==> src/rtl/cpu_pkg.sv <==
// Shared CPU definitions: opcodes, ALU function codes, fetch FSM states and
// instruction field positions. Imported by the fetch stage and the decoder.
package cpu_pkg;

  // Instruction field layout: cmd occupies the top CMD_W bits, the jump
  // target sits at the bottom of the word.
  localparam int unsigned CMD_W   = 6;
  localparam int unsigned TGT_LSB = 0;

  // Opcodes (cmd field), shared with the decoder
  localparam logic [CMD_W-1:0] OP_NOP = 6'h00;
  localparam logic [CMD_W-1:0] OP_ADD = 6'h01;
  localparam logic [CMD_W-1:0] OP_SUB = 6'h02;
  localparam logic [CMD_W-1:0] OP_AND = 6'h03;
  localparam logic [CMD_W-1:0] OP_OR  = 6'h04;
  localparam logic [CMD_W-1:0] OP_XOR = 6'h05;
  localparam logic [CMD_W-1:0] OP_LD  = 6'h06;
  localparam logic [CMD_W-1:0] OP_ST  = 6'h07;
  localparam logic [CMD_W-1:0] OP_BZ  = 6'h08;
  localparam logic [CMD_W-1:0] OP_J   = 6'h09;
  localparam logic [CMD_W-1:0] OP_MOV = 6'h0A;

  // ALU function codes
  typedef enum logic [2:0] {
    ALU_ADD  = 3'd0,
    ALU_SUB  = 3'd1,
    ALU_AND  = 3'd2,
    ALU_OR   = 3'd3,
    ALU_XOR  = 3'd4,
    ALU_PASS = 3'd5
  } alu_func_t;

  // Fetch stage states
  typedef enum logic [1:0] {
    ST_IDLE = 2'd0,
    ST_REQ  = 2'd1,
    ST_WAIT = 2'd2,
    ST_HOLD = 2'd3
  } fetch_state_t;

  // Next-pc selection
  typedef enum logic [1:0] {
    PC_HOLD = 2'd0,
    PC_INC  = 2'd1,
    PC_JUMP = 2'd2
  } pc_sel_t;

endpackage

==> src/rtl/instr_fetch_if.sv <==
// Fetch-stage bus: instruction-memory request/response plus the
// instruction-register handshake towards decode.
//   master : fetch stage (drives requests and the presented instruction)
//   slave  : memory + decode side
interface instr_fetch_if #(
  parameter int unsigned PC_W    = 8,
  parameter int unsigned INSTR_W = 16
);
  import cpu_pkg::*;

  logic               imem_req_valid;
  logic               imem_req_ready;
  logic [PC_W-1:0]    imem_req_addr;
  logic               imem_rsp_valid;
  logic [INSTR_W-1:0] imem_rsp_data;
  logic               ir_valid;
  logic               ir_ready;
  logic [INSTR_W-1:0] ir_instr;
  logic [CMD_W-1:0]   ir_cmd;
  logic [PC_W-1:0]    ir_pc;
  logic               pc_ctrl;

  modport master (
    output imem_req_valid, imem_req_addr, ir_valid, ir_instr, ir_cmd, ir_pc,
    input  imem_req_ready, imem_rsp_valid, imem_rsp_data, ir_ready, pc_ctrl
  );

  modport slave (
    input  imem_req_valid, imem_req_addr, ir_valid, ir_instr, ir_cmd, ir_pc,
    output imem_req_ready, imem_rsp_valid, imem_rsp_data, ir_ready, pc_ctrl
  );

endinterface

==> src/rtl/cpu_pc_gen.sv <==
// Program counter with hold / increment / jump selection.
//   clk, rst_n : clock, async active-low reset (loads RESET_PC)
//   i_sel      : next-pc select
//   i_target   : jump target
//   o_pc       : current pc
module cpu_pc_gen
  import cpu_pkg::*;
#(
  parameter int unsigned     PC_W     = 8,
  parameter logic [PC_W-1:0] RESET_PC = '0
) (
  input  logic            clk,
  input  logic            rst_n,
  input  pc_sel_t         i_sel,
  input  logic [PC_W-1:0] i_target,
  output logic [PC_W-1:0] o_pc
);

  logic [PC_W-1:0] r_pc;

  // Increment wraps naturally modulo 2^PC_W
  always_ff @(posedge clk or negedge rst_n) begin
    if (!rst_n) begin
      r_pc <= RESET_PC;
    end else begin
      case (i_sel)
        PC_INC:  r_pc <= r_pc + PC_W'(1);
        PC_JUMP: r_pc <= i_target;
        default: r_pc <= r_pc;
      endcase
    end
  end

  assign o_pc = r_pc;

endmodule

==> src/rtl/instr_fetch.sv <==
// Instruction fetch/issue stage: owns the pc, fetches one instruction at a
// time over the memory request/response bus and presents it to decode.
//   clk, rst_n  : clock, async active-low reset
//   en          : run enable (level)
//   bus         : memory request/response and instruction-register handshake
//   retired_cnt : saturating count of consumed instructions
//   proto_err   : sticky, memory response seen outside WAIT
module instr_fetch
  import cpu_pkg::*;
#(
  parameter int unsigned     PC_W     = 8,
  parameter int unsigned     INSTR_W  = 16,
  parameter logic [PC_W-1:0] RESET_PC = '0,
  parameter int unsigned     CNT_W    = 16
) (
  input  logic             clk,
  input  logic             rst_n,
  input  logic             en,
  instr_fetch_if.master    bus,
  output logic [CNT_W-1:0] retired_cnt,
  output logic             proto_err
);

  fetch_state_t       r_state;
  fetch_state_t       w_state_nxt;
  logic               r_req_valid;
  logic               r_ir_valid;
  logic               w_req_valid_nxt;
  logic               w_ir_valid_nxt;
  pc_sel_t            w_pc_sel;
  logic [PC_W-1:0]    w_pc;
  logic [INSTR_W-1:0] r_ir_instr;
  logic [PC_W-1:0]    r_ir_pc;
  logic [CNT_W-1:0]   r_retired;
  logic               r_proto_err;
  logic               w_ir_fire;
  logic               w_rsp_take;

  assign w_ir_fire  = (r_state == ST_HOLD) && bus.ir_ready;
  assign w_rsp_take = (r_state == ST_WAIT) && bus.imem_rsp_valid;

  // State register; valids are registered from the next state
  always_ff @(posedge clk or negedge rst_n) begin
    if (!rst_n) begin
      r_state     <= ST_IDLE;
      r_req_valid <= 1'b0;
      r_ir_valid  <= 1'b0;
    end else begin
      r_state     <= w_state_nxt;
      r_req_valid <= w_req_valid_nxt;
      r_ir_valid  <= w_ir_valid_nxt;
    end
  end

  // Next state; en is only sampled in IDLE and at the HOLD handshake
  always_comb begin
    w_state_nxt = r_state;
    case (r_state)
      ST_IDLE: if (en)                 w_state_nxt = ST_REQ;
      ST_REQ:  if (bus.imem_req_ready) w_state_nxt = ST_WAIT;
      ST_WAIT: if (bus.imem_rsp_valid) w_state_nxt = ST_HOLD;
      ST_HOLD: if (bus.ir_ready)       w_state_nxt = en ? ST_REQ : ST_IDLE;
      default:                         w_state_nxt = ST_IDLE;
    endcase
  end

  // Output decode
  always_comb begin
    w_req_valid_nxt = (w_state_nxt == ST_REQ);
    w_ir_valid_nxt  = (w_state_nxt == ST_HOLD);
    w_pc_sel        = PC_HOLD;
    if (w_ir_fire) begin
      w_pc_sel = bus.pc_ctrl ? PC_JUMP : PC_INC;
    end
  end

  cpu_pc_gen #(
    .PC_W     (PC_W),
    .RESET_PC (RESET_PC)
  ) u_pc_gen (
    .clk      (clk),
    .rst_n    (rst_n),
    .i_sel    (w_pc_sel),
    .i_target (r_ir_instr[TGT_LSB +: PC_W]),
    .o_pc     (w_pc)
  );

  // Instruction register, retired counter, protocol error flag
  always_ff @(posedge clk or negedge rst_n) begin
    if (!rst_n) begin
      r_ir_instr  <= '0;
      r_ir_pc     <= '0;
      r_retired   <= '0;
      r_proto_err <= 1'b0;
    end else begin
      if (w_rsp_take) begin
        r_ir_instr <= bus.imem_rsp_data;
        r_ir_pc    <= w_pc;
      end
      if (w_ir_fire && (r_retired != '1)) begin
        r_retired <= r_retired + CNT_W'(1);
      end
      if (bus.imem_rsp_valid && (r_state != ST_WAIT)) begin
        r_proto_err <= 1'b1;
      end
    end
  end

  assign bus.imem_req_valid = r_req_valid;
  assign bus.imem_req_addr  = w_pc;
  assign bus.ir_valid       = r_ir_valid;
  assign bus.ir_instr       = r_ir_instr;
  assign bus.ir_cmd         = r_ir_instr[INSTR_W-1 -: CMD_W];
  assign bus.ir_pc          = r_ir_pc;
  assign retired_cnt        = r_retired;
  assign proto_err          = r_proto_err;

endmodule
==> src/flat_wrapper.sv <==
// flat-port wrapper written by rule: the top's interface ports become plain ports
module instr_fetch_flat import cpu_pkg::*;
#(
  parameter int unsigned     PC_W     = 8,
  parameter int unsigned     INSTR_W  = 16,
  parameter logic [PC_W-1:0] RESET_PC = '0,
  parameter int unsigned     CNT_W    = 16
)
  (clk, rst_n, en, retired_cnt, proto_err, bus_imem_req_valid, bus_imem_req_addr, bus_ir_valid, bus_ir_instr, bus_ir_cmd, bus_ir_pc, bus_imem_req_ready, bus_imem_rsp_valid, bus_imem_rsp_data, bus_ir_ready, bus_pc_ctrl);
  instr_fetch_if #(.PC_W(PC_W), .INSTR_W(INSTR_W)) bus_i ();
  input  logic clk;
  input  logic rst_n;
  input  logic en;
  output logic [CNT_W-1:0] retired_cnt;
  output logic proto_err;
  output wire logic [$bits(bus_i.imem_req_valid)-1:0] bus_imem_req_valid;
  output wire logic [$bits(bus_i.imem_req_addr)-1:0] bus_imem_req_addr;
  output wire logic [$bits(bus_i.ir_valid)-1:0] bus_ir_valid;
  output wire logic [$bits(bus_i.ir_instr)-1:0] bus_ir_instr;
  output wire logic [$bits(bus_i.ir_cmd)-1:0] bus_ir_cmd;
  output wire logic [$bits(bus_i.ir_pc)-1:0] bus_ir_pc;
  input wire logic [$bits(bus_i.imem_req_ready)-1:0] bus_imem_req_ready;
  input wire logic [$bits(bus_i.imem_rsp_valid)-1:0] bus_imem_rsp_valid;
  input wire logic [$bits(bus_i.imem_rsp_data)-1:0] bus_imem_rsp_data;
  input wire logic [$bits(bus_i.ir_ready)-1:0] bus_ir_ready;
  input wire logic [$bits(bus_i.pc_ctrl)-1:0] bus_pc_ctrl;
  assign bus_imem_req_valid = bus_i.imem_req_valid;
  assign bus_imem_req_addr = bus_i.imem_req_addr;
  assign bus_ir_valid = bus_i.ir_valid;
  assign bus_ir_instr = bus_i.ir_instr;
  assign bus_ir_cmd = bus_i.ir_cmd;
  assign bus_ir_pc = bus_i.ir_pc;
  assign bus_i.imem_req_ready = bus_imem_req_ready;
  assign bus_i.imem_rsp_valid = bus_imem_rsp_valid;
  assign bus_i.imem_rsp_data = bus_imem_rsp_data;
  assign bus_i.ir_ready = bus_ir_ready;
  assign bus_i.pc_ctrl = bus_pc_ctrl;
  instr_fetch #(.PC_W(PC_W), .INSTR_W(INSTR_W), .RESET_PC(RESET_PC), .CNT_W(CNT_W)) u_core (.clk(clk), .rst_n(rst_n), .en(en), .bus(bus_i), .retired_cnt(retired_cnt), .proto_err(proto_err));
endmodule
==> config.mk <==
export PLATFORM = sky130hd
export DESIGN_NAME = instr_fetch_flat
export DESIGN_NICKNAME = d
export VERILOG_FILES = /design/src/rtl/cpu_pkg.sv /design/src/rtl/instr_fetch_if.sv /design/src/rtl/cpu_pc_gen.sv /design/src/rtl/instr_fetch.sv /design/src/flat_wrapper.sv
export SDC_FILE = /design/constraint.sdc
export NUM_CORES = 1
export LEC_CHECK = 0
export CAP_MARGIN = 10
export CELL_PAD_IN_SITES_DETAIL_PLACEMENT = 1
export CELL_PAD_IN_SITES_GLOBAL_PLACEMENT = 1
export CORE_MARGIN = 10
export CORE_UTILIZATION = 31
export DETAILED_ROUTE_END_ITERATION = 10
export HOLD_SLACK_MARGIN = 0.05
export PLACE_DENSITY = 0.74
export SLEW_MARGIN = 20
export SYNTH_ARGS = -nofsm -noshare
export SYNTH_HDL_FRONTEND = slang
export SYNTH_SLANG_ARGS = --single-unit
==> constraint.sdc <==
create_clock -name clk -period 1.83 [get_ports clk]
set_input_delay 0.549 -clock clk [delete_from_list [all_inputs] [get_ports clk]]
set_output_delay 0.549 -clock clk [all_outputs]
set_load 0.01 [all_outputs]
==> summary.txt <==
Worst setup path
  – Worst Path Max Fanout: 2
  – CP Launch Type: flop
  – Critical path's top delay family: buffers and inverters
  – Max incr delay on CP: 0.54 ns
  – CP arrival: 1.25 ns
  – Critical path endpoint category: output port
  – CP required: 1.28 ns
  – WP buf/inv: 1
  – Slowest cell on crit path: clkdlybuf4s50_1
  – Setup Crit Path Kind: flop to output port
  – CP cell instances: clkdlybuf4s50_1

Synthesis
  – Seq/Total Area, Yosys: 55.9%
  – Synth async-reset ratio: 100%
  – EDFF count, synth: 0
  – Flop and latch count out of synthesis: 53
  – Top FF cell, synth: dfrtp_1
  – Syn Nets: 229
  – Cell area after synthesis: 2370 sq um
  – Post-synth cell types: 36
  – Mapped Cells: 204
  – Syn avg cell area: 11.6 sq um
  – Ys Warns: 0

STA
  – Fin crit period: 1.80 ns
  – Final setup violating endpoints: 0
  – Worst Tran Pin Value: 0.432 ns
  – Final Hold Viols: 0
  – Final period util: 98.1%
  – Worst slew margin: 71.1%
  – Slew Viols, Final: 0
  – RSZ-0062 raised after global routing: true
  – Post-Route Skew: 0.00310 ns
  – F_max: 557 MHz

Power
  – Leak pwr: 1.74 nW
  – Design Power: 0.00502 W
  – PwrDens: 1380 nW/um^2
  – Maximum vdd drop: 0.000570 V

CTS
  – CTS sink cnt: 53
  – CTS Hold Bufs: 0
  – Bufs on Longest Clock Path: 2
  – CTS tree: built
  – CTS Root Cell: clkbuf_8
  – Clk_lat worst skew: 0.31 ns
  – H-Tree Depth: 2
  – Num CTS Buffers: 5
  – Reg clk slew, reported paths: 0.10 ns

Global routing
  – GRT Total Usage: 12.5%
  – Congestion Overflow GR: 0
  – Largest net degree at the start of global routing: 54
  – Initial antenna violation count: 0
  – First-pass GRT wire length: 11700 microns
  – Number of global-route vias before repair: 2188

Finish
  – Filler instances: 782
  – Area growth, synth to finish: 53.0%
  – Most frequent cells in the layout: dfrtp_1 (50), clkdlybuf4s50_1 (46), buf_4 (26), mux2_2 (24), dlymetal6s2s_1 (18)
  – Antenna Cells: 0
  – Commonest non-fill, non-tap cell in the layout: dfrtp_1
  – Layout cells sized above 1: 24.8%
  – Multi-input gate area: 1030 sq um
  – Sequential cell area: 1330 sq um
  – Post-layout instance area: 3630 sq um
  – Nets: 331

Detailed routing
  – Drt pass-1 iters: 4
  – Metal-1 WL: 2900 microns
  – DRC violations left: 0
  – Top layer in use: met4
  – 1st-iter DRT viols: 96
  – Via count: 1976
  – DRT Wirelength: 7240 microns
  – Post-route ant nets: 0
  – Met2 wire len: 3910 microns
  – Metal3 WL: 327 microns
  – Avg WL per Cell: 17.8 microns
  – Via/cell ratio: 4.87

Placement
  – DP Area: 3370 sq um
  – GPL Wtd Cong: 0.806
  – Port bufs: 79
  – DP Wirelength: 5320 microns

Hold path
  – Hold Path Class: primary input to async pin

Floorplan
  – Starting Density: 32.4%
  – Die height: 108 microns
  – Core footprint: 7330 sq um
  – Num rows: 31
  – # IOs: 80
  – Die area: 11600 sq um
  – Die extent in x: 108 microns

Run
  – Max_cap viols: 0

Outcome
  – Status: complete, no violations
## cells by family after synthesis
logic type / synth area share (%)
AO/OA/AOI/OAI: 6.22
XOR/XNOR: 5.17
buffers and inverters: 3.85
AND/OR/NAND/NOR: 14.7
adder cells (fa/ha/maj): 1.05
multiplexers: 13.1
flip-flops: 55.9
## where the power goes
| group | leakage [nW] | switching [W] | internal [W] | total [W] |
|---|---|---|---|---|
| combinational | 1.07 | 0.00106 | 0.00137 | 0.00243 |
| clock | 0.0385 | 0.000391 | 0.000272 | 0.000663 |
| sequential | 0.636 | 0.000326 | 0.00160 | 0.00192 |
| total | 1.74 | 0.00178 | 0.00324 | 0.00502 |
## per-layer routing
layer  vias to the layer above  global-route usage, %
met3                         9                   2.63
met2                        38                   23.0
met4                         0                   3.91
met1                      1004                   13.9
li1                        925                      -
met5                         -                      0
## state kept, by name, summed over array words and instances, names as in the netlist
signal,count
u_core.bus.imem_req_valid,1
u_core.bus.ir_pc,8
u_core.bus.ir_instr,16
u_core.proto_err,1
u_core.retired_cnt,16
u_core.bus.ir_valid,1
u_core.r_state,2
u_core.u_pc_gen.o_pc,8
## synth_stat cells, drive strengths merged, types with 2 or more instances
cell type	instances	area share (%)
nor3	10	2.1
buf	10	2.7
a22oi	2	0.63
mux2i	3	1.3
dfrtp	53	56
a21oi	8	1.7
nand4	7	1.8
nor4	7	2.4
xnor2	4	1.5
o21ai	8	1.7
nand3b	2	0.63
and3	2	0.53
nor2	9	1.4
o22ai	3	0.79
nand2	16	2.5
or2	2	0.53
nand3	5	1.3
clkbuf	3	0.47
inv	4	0.63
xor2	10	3.7
ha	2	1.1
mux2	25	12
## what timing repair did
action                                 in CTS  in global routing
cloned                                      0                  1
pin swaps                                   0                  1
setup buffers                              10                  0
setup endpoints to repair                  30                 30
gates resized for setup                    21                 26
endpoints found under the hold margin       0                  0
## area by class of cell
type / count / share of cell area [%]
Timing Repair Buffer: 107 / 28.9
Clock buffer: 7 / 2.10
Inverter: 4 / 0.413
Clock inverter: 1 / 0.207
Sequential cell: 53 / 36.6
Multi-Input combinational cell: 135 / 28.4
Tap cell: 99 / 3.41
## through the flow
stage          util [%]  instances  TNS, ns  setup WS, ns  hold slack (ns)
2_1_floorplan         -        204        0        0.0257            0.253
3_3_place_gp       45.9        387    -3.82        -0.341            0.442
3_5_place_dp       45.9        387    -4.94        -0.405            0.450
4_1_cts            48.2        405        0       0.00912            0.226
5_1_grt            49.5        406  -0.0483       -0.0347            0.229
6_report           49.5        406        0        0.0347            0.215
## path summary, 6_finish.rpt
| kind | from | end | slack (ns) | depth (start not counted) |
|---|---|---|---|---|
| setup reg to reg | u_core.retired_cnt[1] | u_core.retired_cnt[5] | 0.09 | 8 |
| max in group asynchronous | rst_n | u_core.retired_cnt[10] | 1.34 | 2 |
| hold reg to reg | u_core.proto_err | u_core.proto_err | 0.46 | 1 |
| setup / recovery | u_core.retired_cnt[11] | retired_cnt[11] | 0.03 | 1 |
| min in group clk | u_core.proto_err | u_core.proto_err | 0.46 | 1 |
| hold / removal | rst_n | u_core.bus.ir_pc[0] | 0.22 | 2 |
No activity file was read; power rests on OpenSTA's default activity.
==> variant 1 (same settings) <==
Re-encode `fetch_state_t` (4 states) as Gray code, 2 bits wide.
--- a/src/rtl/cpu_pkg.sv
+++ b/src/rtl/cpu_pkg.sv
@@ -32,10 +32,10 @@
 
   // Fetch stage states
   typedef enum logic [1:0] {
-    ST_IDLE = 2'd0,
-    ST_REQ  = 2'd1,
-    ST_WAIT = 2'd2,
-    ST_HOLD = 2'd3
+    ST_IDLE = 2'b00,
+    ST_REQ  = 2'b01,
+    ST_WAIT = 2'b11,
+    ST_HOLD = 2'b10
   } fetch_state_t;
 
   // Next-pc selection
Behaviour: no difference found for any inputs over 10 cycles, from zero or initial values and one cycle with rst_n low; not proved beyond that.
==> variant 1 against the unedited design <==
- cell area is 1.8% higher
- wire length is 1.5% lower
- worst setup slack better by 14 ps
- synthesized cell count is 2.0% lower
- utilization is 0.61 points higher
- sequential cell count stayed put
- critical path depth stayed put
- synthesized area is 0.21% higher
- power is 0.29% higher
- largest cell class unchanged
- largest power group unchanged
==> variant 1: results (changes against the unedited design) <==
[logic_synthesis]
synth_area_leaders=dfrtp_1 (56%), mux2_2 (12%), xor2_1 (4.4%), nand2_1 (3.0%), nor3_1 (2.7%)
yosys-top-cells-count=dfrtp_1 (53), mux2_2 (25), nand2_1 (19), nor3_1 (13), xor2_1 (12)
ys_seq_area_frac=0.558  ; -0.00118
synthCells=200  ; -2.0%
synthesis.nets=225  ; -1.7%
ys_types=36  ; unchanged

[sta]
finClkSkew_ps=7.85  ; +4.75 ps
slew_headroom=0.713  ; +0.00263
hold_viol=0  ; unchanged
final.min_clock_period_ps=1780  ; -13.9 ps
whs_ps=219  ; +3.59 ps

[route]
dr_wl_met2_um=3860  ; -1.3%
drt_iter0_drc=17  ; -82%
highest-signal-layer=met4
detail-route-antenna-nets=0  ; unchanged
dr.pass1.iters=3  ; -1
routedWlPerCell_um=17.5  ; -1.7%
m1WireLength_um=2810  ; -3.0%
wl_met3_um=401  ; +23%
vias_per_cell=4.78  ; -1.7%

[place]
place_inst=388  ; +0.26%
gp_congestion=0.722  ; -10%
port_buffers=79  ; unchanged
dp_worst_setup_slack_ps=-244  ; +161 ps
place_area_mm2=0.00342  ; +1.5%
hpwl_um=5300  ; -0.42%

[global_route]
grt.met3_usage=0.0449  ; +0.0186
met1_usage=0.137  ; -0.00244
first_global_vias=2169  ; -0.87%
grt_max_degree=54  ; unchanged
met2_usage=0.224  ; -0.00607
track_usage=0.125  ; about the same
grt_first_pass_wirelength_um=11500  ; -1.4%

[finish]
n_antenna_cell=0  ; unchanged
post_route_cells_drive_above_1_share=0.273  ; +0.0252
fin_nets=332  ; +0.30%
instances_no_fill=407  ; +0.25%

[power_and_ir_drop]
maxPowerGroup=combinational logic
p_leak_nw=1.92  ; +9.9%
finalPower_mw=5.03  ; +0.29%
irDropWorstVdd_mv=0.567  ; -0.63%
pg_seq_mw=1.92  ; about the same
internal_power_mw=3.29  ; +1.4%

[critical_path]
rr_startpoint=u_core.retired_cnt[1]$_DFFE_PN0P_
slowest_delay_ps=560  ; +20 ps
crit_start=u_core.u_pc_gen.o_pc[7]$_DFFE_PN0P_
path_buf_inv=1  ; unchanged
r2r_cells=6  ; -2
arrival_ps=1230  ; -20 ps
worstSetupEndpoint=bus_imem_req_addr[7]
r2r-end=u_core.retired_cnt[1]$_DFFE_PN0P_

[clock_network]
numCtsBuffers=5  ; unchanged
cts_htree_levels=2  ; unchanged

[status]
outcome=complete, no violations

[variant 1: changes by cell type after synthesis, sizes merged, moves of 2 or more]
| cell | delta |
|---|---|
| and3 | +2 |
| buf | -3 |
| nand2 | +3 |
| nand4 | -3 |
| nor3 | +3 |
| nor4 | -4 |
| o21ai | -4 |
| xnor2 | -2 |
| xor2 | +2 |
[variant 1: timing repair]
action | 4_1_cts | 5_1_grt
pin swaps | 0 | 1
gates resized for setup | 19 | 34
setup buffers | 8 | 3
endpoints found under the setup margin | 20 | 32
gates cloned | 0 | 0
[variant 1: area by class of cell]
type                    instances  area, um2
clock buffers                   5       68.8
clock inverters                 3       17.5
inverters                       3       11.3
multi-input cells             133       1030
well taps                      99        124
repair buffers                111       1110
fillers                       804       3670
flip-flops and latches         53       1340
[variant 1: kinds of logic after synthesis]
group	count (synthesis)	synth area share
simple gates	67	0.156
fa+ha+maj	2	0.0105
flops	53	0.558
compound gates	20	0.0505
buf+inv	14	0.0321
mux	30	0.142
xor+xnor	14	0.0516
==> variant 2 (config.mk and constraints unchanged) <==
Without the edit above. Change the package constant `CMD_W` from 6 to 5.
--- a/src/rtl/cpu_pkg.sv
+++ b/src/rtl/cpu_pkg.sv
@@ -4,7 +4,7 @@
 
   // Instruction field layout: cmd occupies the top CMD_W bits, the jump
   // target sits at the bottom of the word.
-  localparam int unsigned CMD_W   = 6;
+  localparam int unsigned CMD_W   = 5;
   localparam int unsigned TGT_LSB = 0;
 
   // Opcodes (cmd field), shared with the decoder
Interface: changed (resized bus_ir_cmd); port bits go from 80 to 79. No check against the original RTL was run, so the function may have changed too.
==> variant 2 against the unedited design <==
- hold slack gained 4.6 ps
- cell area grew 0.59%
- synthesized area shrank 0.32%
- utilization grew 0.29 points
- critical endpoint is now u_core.retired_cnt[9]$_DFFE_PN0P_
- sequential cell count is the same
- worst setup slack lost 1.8 ps
- via count shrank 0.86%
- power grew 3.5%
- wire length shrank 1.6%
==> variant 2: results (changes against the unedited design) <==
[sta]
finClkSkew_ps=7.25  ; +4.15 ps
worstMarginPinSlew_ps=354  ; -78.4 ps

[hold_path]
min_path_type=input pin to asynchronous set/reset pin

[logic_synthesis]
ys_seq_area_frac=0.561  ; +0.00177
synthCells=203  ; -0.49%
synthArstFlopShare=1.00  ; unchanged
synth_area_leaders=dfrtp_1 (56%), mux2_2 (11%), xor2_1 (3.7%), nand2_1 (2.5%), nor3_1 (2.1%)
ys_types=36  ; unchanged
yosysWarnings=0  ; unchanged
synthesis.nets=228  ; -0.44%
yosys-top-cells-count=dfrtp_1 (53), mux2_2 (24), nand2_1 (16), nor3_1 (10), xor2_1 (10)

[critical_path]
cp_slowest_cell=clkdlybuf4s50_1
worstPathMaxFanout=9  ; +7
cp_top_family=simple AND/OR/NAND/NOR gates
slowest_delay_ps=520  ; -20 ps
r2r_cells=7  ; -1
arrival_ps=2030  ; +780 ps

[place]
hpwl_um=5300  ; -0.31%
dp_worst_setup_slack_ps=-392  ; +12.9 ps
place_inst=389  ; +0.52%
gp_congestion=0.811  ; +0.62%
port_buffers=78  ; -1.3%
place_area_mm2=0.00338  ; +0.37%

[global_route]
grt_max_degree=54  ; unchanged
grt_antenna_before_repair=0  ; unchanged
first_global_vias=2126  ; -2.8%
grt_first_pass_wirelength_um=11500  ; -1.5%
track_usage=0.122  ; -0.00245

[route]
drt_iter0_drc=57  ; -41%
wl_um=7120  ; -1.6%
vias=1959  ; -0.86%
routedWlPerCell_um=17.5  ; -1.6%

[finish]
fin_nets=331  ; unchanged
post_route_cells_drive_above_1_share=0.248  ; unchanged

[clock_network]
numCtsBuffers=5  ; unchanged
cts_htree_levels=2  ; unchanged
clock_latency_ps=310  ; about the same
clockRootBuffer=clkbuf_8
cts_max_path_buffers=2  ; unchanged
clk_pin_slew_ps=100  ; about the same

[power_and_ir_drop]
p_leak_nw=1.75  ; +0.61%
irDropWorstVdd_mv=0.569  ; -0.21%

[status]
outcome=complete, no violations

-- variant 2: changes by cell type after synthesis, sizes merged --
cell,change
buf,-1
-- variant 2: what timing repair did --
action / in CTS / in global routing
gates resized for setup: 18 / 22
setup buffers: 9 / 0
hold buffers: 0 / 0
endpoints found under the setup margin: 26 / 28
endpoints found under the hold margin: 0 / 0
-- variant 2: kinds of logic after synthesis --
kind of cell	count (synthesis)	share of synthesized area
adders and majority gates	2	0.0106
and+or+nand+nor	65	0.148
muxes	28	0.132
DFF	53	0.561
xor gates and xnor gates	14	0.0518
AOI/OAI and AO/OA	25	0.0624
buffers and inverters	16	0.0354
-- variant 2: area by class of cell --
class                           count  area, um2
Timing Repair Buffer              108       1050
Fill cell                         789       3680
Clock buffer                        6       82.6
Multi-Input combinational cell    134       1010
Sequential cell                    53       1330
Tap cell                           99        124
Clock inverter                      2       37.5
Inverter                            4       15.0
-- variant 2: worst paths after layout --
check,startpoint,end,slack [ps]
max in group asynchronous,rst_n,u_core.retired_cnt[10]$_DFFE_PN0P_,1370
hold / removal,rst_n,u_core.bus.ir_pc[1]$_DFFE_PN0P_,220
min in group clk,u_core.proto_err$_DFFE_PN0P_,u_core.proto_err$_DFFE_PN0P_,460
hold reg to reg,u_core.proto_err$_DFFE_PN0P_,u_core.proto_err$_DFFE_PN0P_,460
setup / recovery,bus_ir_ready,u_core.retired_cnt[9]$_DFFE_PN0P_,30
setup reg to reg,u_core.retired_cnt[1]$_DFFE_PN0P_,u_core.retired_cnt[9]$_DFFE_PN0P_,110
-- variant 2: power by group --
group | internal, mW | leakage, nW | switching (mW) | total [mW]
logic | 1.37 | 1.06 | 1.04 | 2.41
registers | 1.60 | 0.636 | 0.342 | 1.94
clock network | 0.445 | 0.0574 | 0.396 | 0.842
-- variant 2: worst reg2reg max path: stages (launching register included) --
cell and delay (ps):
dfrtp_1 450, ha_4 200, nand4_1 140, buf_4 190, nor3_1 60, buf_4 170, nor4_1 280, xor2_1 180
-- variant 2: routing by layer --
layer	GRT usage	up-vias	wire length, um	share of wire
met4	0.0429	0	140	0.020
li1	-	926	-	-
met2	0.224	39	3790	0.53
met3	0.0246	9	251	0.035
met1	0.137	985	2940	0.41
met5	0	-	0	0
